===== src/rtl/counter_pkg.sv =====
// Shared definitions for the counter monitor: default width and FSM encoding.
package counter_pkg;

   localparam int unsigned DEF_WIDTH = 4;
   localparam int unsigned STATE_W   = 2;

   typedef enum logic [STATE_W-1:0] {
      ST_SYNC  = 2'd0,
      ST_TRACK = 2'd1,
      ST_FAULT = 2'd2
   } state_e;

endpackage


===== src/rtl/sat_counter.sv =====
// Saturating up-counter: increments on inc, holds at all-ones, clears on rst.
module sat_counter #(
   parameter int unsigned W = 8
) (
   input  logic         clk,
   input  logic         rst,
   input  logic         inc,
   output logic [W-1:0] q
);

   logic [W-1:0] q_q;
   logic [W-1:0] q_d;

   // Next count: step only while below the saturation ceiling.
   always_comb begin
      q_d = q_q;
      if (inc && (q_q != '1)) begin
         q_d = q_q + W'(1);
      end
   end

   // Count register with synchronous clear.
   always_ff @(posedge clk) begin
      if (rst) begin
         q_q <= '0;
      end else begin
         q_q <= q_d;
      end
   end

   assign q = q_q;

endmodule


===== src/rtl/counter_monitor.sv =====
// Cross-checks the arithmetic and gate-level counters, verifies +1 stepping,
// counts wrap-arounds and records the first fault.
module counter_monitor
   import counter_pkg::*;
#(
   parameter int unsigned WIDTH = DEF_WIDTH,
   parameter int unsigned CNT_W = 8
) (
   input  logic                 clk,
   input  logic                 rst,
   input  logic [WIDTH-1:0]     cnt_a,
   input  logic [WIDTH-1:0]     cnt_g,
   output logic                 mismatch,
   output logic                 cmp_err,
   output logic                 seq_err,
   output logic [CNT_W-1:0]     wrap_cnt,
   output logic [CNT_W-1:0]     err_cnt,
   output logic [2*WIDTH-1:0]   first_bad,
   output logic [STATE_W-1:0]   state
);

   state_e               state_q,     state_d;
   logic [WIDTH-1:0]     prev_a_q,    prev_a_d;
   logic                 mismatch_q,  mismatch_d;
   logic                 cmp_err_q,   cmp_err_d;
   logic                 seq_err_q,   seq_err_d;
   logic [2*WIDTH-1:0]   first_bad_q, first_bad_d;
   logic                 wrap_inc;
   logic                 err_inc;

   logic                 neq;
   logic                 step_ok;
   logic                 is_wrap;
   logic [WIDTH-1:0]     prev_next;

   assign neq       = (cnt_a != cnt_g);
   assign prev_next = prev_a_q + WIDTH'(1);
   assign step_ok   = (cnt_a == prev_next);
   assign is_wrap   = (prev_a_q == '1) && (cnt_a == '0);

   // Next-state, check and capture logic for the SYNC/TRACK/FAULT monitor.
   always_comb begin
      state_d     = state_q;
      prev_a_d    = prev_a_q;
      mismatch_d  = 1'b0;
      cmp_err_d   = cmp_err_q;
      seq_err_d   = seq_err_q;
      first_bad_d = first_bad_q;
      wrap_inc    = 1'b0;
      err_inc     = 1'b0;
      case (state_q)
         ST_SYNC: begin
            if ((cnt_a == '0) && (cnt_g == '0)) begin
               state_d  = ST_TRACK;
               prev_a_d = cnt_a;
            end
         end
         ST_TRACK: begin
            mismatch_d = neq;
            err_inc    = neq;
            wrap_inc   = is_wrap;
            prev_a_d   = cnt_a;
            if (neq) begin
               cmp_err_d = 1'b1;
            end
            if (!step_ok) begin
               seq_err_d = 1'b1;
            end
            if (neq || !step_ok) begin
               first_bad_d = {cnt_a, cnt_g};
               state_d     = ST_FAULT;
            end
         end
         ST_FAULT: begin
            mismatch_d = neq;
            err_inc    = neq;
            if (neq) begin
               cmp_err_d = 1'b1;
            end
         end
         default: begin
            state_d = ST_SYNC;
         end
      endcase
   end

   // State, history and sticky-flag registers; reset dominates every event.
   always_ff @(posedge clk) begin
      if (rst) begin
         state_q     <= ST_SYNC;
         prev_a_q    <= '0;
         mismatch_q  <= 1'b0;
         cmp_err_q   <= 1'b0;
         seq_err_q   <= 1'b0;
         first_bad_q <= '0;
      end else begin
         state_q     <= state_d;
         prev_a_q    <= prev_a_d;
         mismatch_q  <= mismatch_d;
         cmp_err_q   <= cmp_err_d;
         seq_err_q   <= seq_err_d;
         first_bad_q <= first_bad_d;
      end
   end

   sat_counter #(.W(CNT_W)) u_wrap_cnt (
      .clk (clk),
      .rst (rst),
      .inc (wrap_inc),
      .q   (wrap_cnt)
   );

   sat_counter #(.W(CNT_W)) u_err_cnt (
      .clk (clk),
      .rst (rst),
      .inc (err_inc),
      .q   (err_cnt)
   );

   assign mismatch  = mismatch_q;
   assign cmp_err   = cmp_err_q;
   assign seq_err   = seq_err_q;
   assign first_bad = first_bad_q;
   assign state     = state_q;

endmodule

===== config.mk =====
export PLATFORM = sky130hd
export DESIGN_NAME = counter_monitor
export DESIGN_NICKNAME = d
export VERILOG_FILES = /design/src/rtl/counter_pkg.sv /design/src/rtl/sat_counter.sv /design/src/rtl/counter_monitor.sv
export SDC_FILE = /design/constraint.sdc
export NUM_CORES = 1
export LEC_CHECK = 0
export CORE_ASPECT_RATIO = 0.7
export CORE_MARGIN = 5
export CORE_UTILIZATION = 50
export CTS_CLUSTER_DIAMETER = 120
export DETAILED_ROUTE_END_ITERATION = 12
export DONT_BUFFER_PORTS = 1
export PLACE_DENSITY_LB_ADDON = 0.25
export SYNTH_ARGS = -nofsm -noshare
export SYNTH_HDL_FRONTEND = slang
export SYNTH_SLANG_ARGS = --single-unit

===== constraint.sdc =====
create_clock -name clk -period 3.2 [get_ports clk]
set_clock_uncertainty 0.2 [all_clocks]
set_input_delay 0.96 -clock clk [delete_from_list [all_inputs] [get_ports clk]]
set_output_delay 0.96 -clock clk [all_outputs]
set_load 0.1 [all_outputs]

==> run_results.csv <==
group,metric,value,unit
critical_path,r2r-end,"u_wrap_cnt.q[5]",
grt,grt_pass1_vias,1321,
routing,dr.first_iter.drc_count,71,
grt,grt_max_degree,36,
placement,dp_hpwl,2.72,mm
finish,nets,215,
grt,antenna_found_initial,0,
routing,dr.pass1.iters,4,
timing,rsz0062_at_grt,"no",
routing,wl,3.64,mm
timing,max-slew-margin-rel,50.7,%
yosys,syn-instance-count,166,
routing,routed_via_density,5.60,
critical_path,startpoint_type,"input pin",
clock_tree,cts-resized-gates,0,
hold_path,hold_class,"flip-flop to flip-flop",
timing,slew_viol_final,0,
critical_path,r2r_setup_slack,0.90,ns
clock_tree,numCtsBuffers,5,
yosys,synth_fp_nets,182,
yosys,synth_edf_count,0,
clock_tree,cts_root_buf,"clkbuf_8",
timing,fmaxAchievable,0.398,GHz
flow_run,drv_cap,0,
critical_path,crit_start,"cnt_g[1]",
floorplan,fp.dieW,76.9,um
finish,final_common_cell,"dfxtp_1",
floorplan,die-area,0.00437,mm^2
timing,setup_tns,0,ns
clock_tree,cts_hold_buf,0,
timing,hold_viol,0,
clock_tree,cts.sinks,33,
yosys,ys_ff_latch,33,
yosys,synth.avg_cell_area,9.44,um^2
clock_tree,cts_tree,"done",
critical_path,worstPathRequired,3.18,ns
outcome,status,"completed",
clock_tree,worstSkewPairLatency,0.29,ns
timing,setup-violations-final,0,
placement,gp_congestion,0.797,
finish,postLayoutCellArea,0.00191,mm^2
clock_tree,cts_buffer_depth,2,
critical_path,path_class,"input pin to flip-flop",
routing,detail-route-antenna-nets,0,
critical_path,r2r_cells,7,
clock_tree,post_cts_buffers,0,
finish,finish.utilization,61.9,%
placement,dpl-instance-area,0.00183,mm^2
finish,area_growth,21.7,%
routing,wl_per_cell,15.3,um
grt,grt_pass1_wl,6.04,mm
yosys,async_reset_ff_share,0,%
critical_path,path_max_fanout,8,
clock_tree,htree_levels,2,
finish,layout-drive-gt1-share,20.5,%
clock_tree,clk_pin_slew_worst_paths,0.06,ns
finish,mostFrequentLayoutCells,"dfxtp_1 (33), nor2_1 (31), buf_4 (30)",
floorplan,ios,39,
yosys,yosysWarnings,0,
floorplan,die-height,56.9,um
routing,vias,1332,
critical_path,rr_startpoint,"u_wrap_cnt.q[1]",
power,p_per_area,436,mW/mm^2
floorplan,coreArea,0.00308,mm^2
timing,period_needed,2.51,ns
critical_path,arrival,2.49,ns
yosys,syn-cell-area,0.00157,mm^2
grt,grt.total_usage,17.4,%
yosys,ys.flop_type,"dfxtp_1",
placement,io_buffers,0,
grt,overflow,0,
floorplan,rows,17,
finish,diodes,0,
routing,drcViolationCount,0,
timing,worstMarginPinSlew,0.737,ns
critical_path,worstSetupEndpointType,"flip-flop",
floorplan,initial_core_util,50.8,%
yosys,ys_seq_area_share,42.1,%
power,leakage,0.837,nW
critical_path,crit_path_end,"first_bad[6]",
timing,post-route-period-util,78.4,%
yosys,ys_types,35,
power,ir_drop,0.000285,V
-- worst max-delay path, stage by stage --
cell and delay [ns]:
xor2_1 0.16, or4_4 0.57, o31ai_4 0.49, mux2i_1 0.25
nor2_1 0.05
-- layer usage --
layer / track usage (%) / wire, um / vias up
met3: 9.29 / 299 / 10
li1: - / - / 647
met2: 29.7 / 1800 / 38
met5: 0 / 0 / -
met4: 6.98 / 77 / 0
met1: 17.7 / 1470 / 637
-- cells in the mapped netlist (2+ instances only) --
library cell / n / area share, %
a21oi_1: 5 / 1.6
dfxtp_1: 33 / 42
nor2b_1: 2 / 0.80
mux2_1: 2 / 1.4
and3_1: 2 / 0.80
nand3_1: 7 / 2.2
nor2_1: 31 / 7.4
nor4_1: 3 / 1.2
inv_1: 7 / 1.7
xnor2_1: 10 / 5.6
clkbuf_1: 3 / 0.72
ha_1: 6 / 4.8
a2111oi_0: 2 / 1.1
nand4_1: 3 / 1.2
o21ai_0: 3 / 0.96
nor3_1: 3 / 0.96
nand2_1: 5 / 1.2
xor2_1: 7 / 3.9
o41ai_1: 2 / 1.1
mux2i_1: 14 / 8.9
or3_1: 2 / 0.80
-- sequential cells by signal, indices dropped and copies added, names as in the netlist --
name and cells:
mismatch 1, prev_a_q 4, first_bad 8, u_wrap_cnt.q 8, seq_err 1, u_err_cnt.q 8
cmp_err 1, state 2
-- layout make-up --
cell class	count	area, um^2
fill	264	1180
clock buffer	6	72.6
inverter	7	26.3
timing repair buffer	30	225
tap	38	47.5
sequential	33	661
multi-input combinational	122	866
clock inverter	2	10.0
-- through the flow --
step           cells  power (mW)  hold WS, ns  setup slack, ns
5_1_grt          238       0.869        0.327            0.613
2_1_floorplan    166       0.528        0.291            0.482
6_report         238       0.831        0.309            0.690
3_5_place_dp     230       0.545        0.293            0.374
3_3_place_gp     230       0.542        0.277            0.449
4_1_cts          238       0.839        0.306            0.688
-- report_power, final --
group,switching [mW],leakage (nW),internal [mW]
combinational,0.0846,0.526,0.0318
clock,0.144,0.0450,0.150
sequential,0.00231,0.266,0.418
total,0.231,0.837,0.600
-- cells by family after synthesis --
| kind of cell | after synthesis | share of synthesized area [%] |
|---|---|---|
| compound gates | 19 | 9.58 |
| xor+xnor | 18 | 10.9 |
| fa+ha+maj | 6 | 4.79 |
| buf+inv | 11 | 2.63 |
| flops | 33 | 42.1 |
| mux | 17 | 11.1 |
| simple gates | 62 | 18.8 |
-- worst min path at each step --
stage,from,endpoint,cells past startpoint
after floorplan,prev_a_q[1],prev_a_q[1],2
after global placement,first_bad[0],first_bad[0],2
after detailed placement,first_bad[4],first_bad[4],2
after CTS,u_wrap_cnt.q[4],u_wrap_cnt.q[4],2
after global routing,u_wrap_cnt.q[4],u_wrap_cnt.q[4],2
final,first_bad[4],first_bad[4],2
No activity file was read; power rests on OpenSTA's default activity.
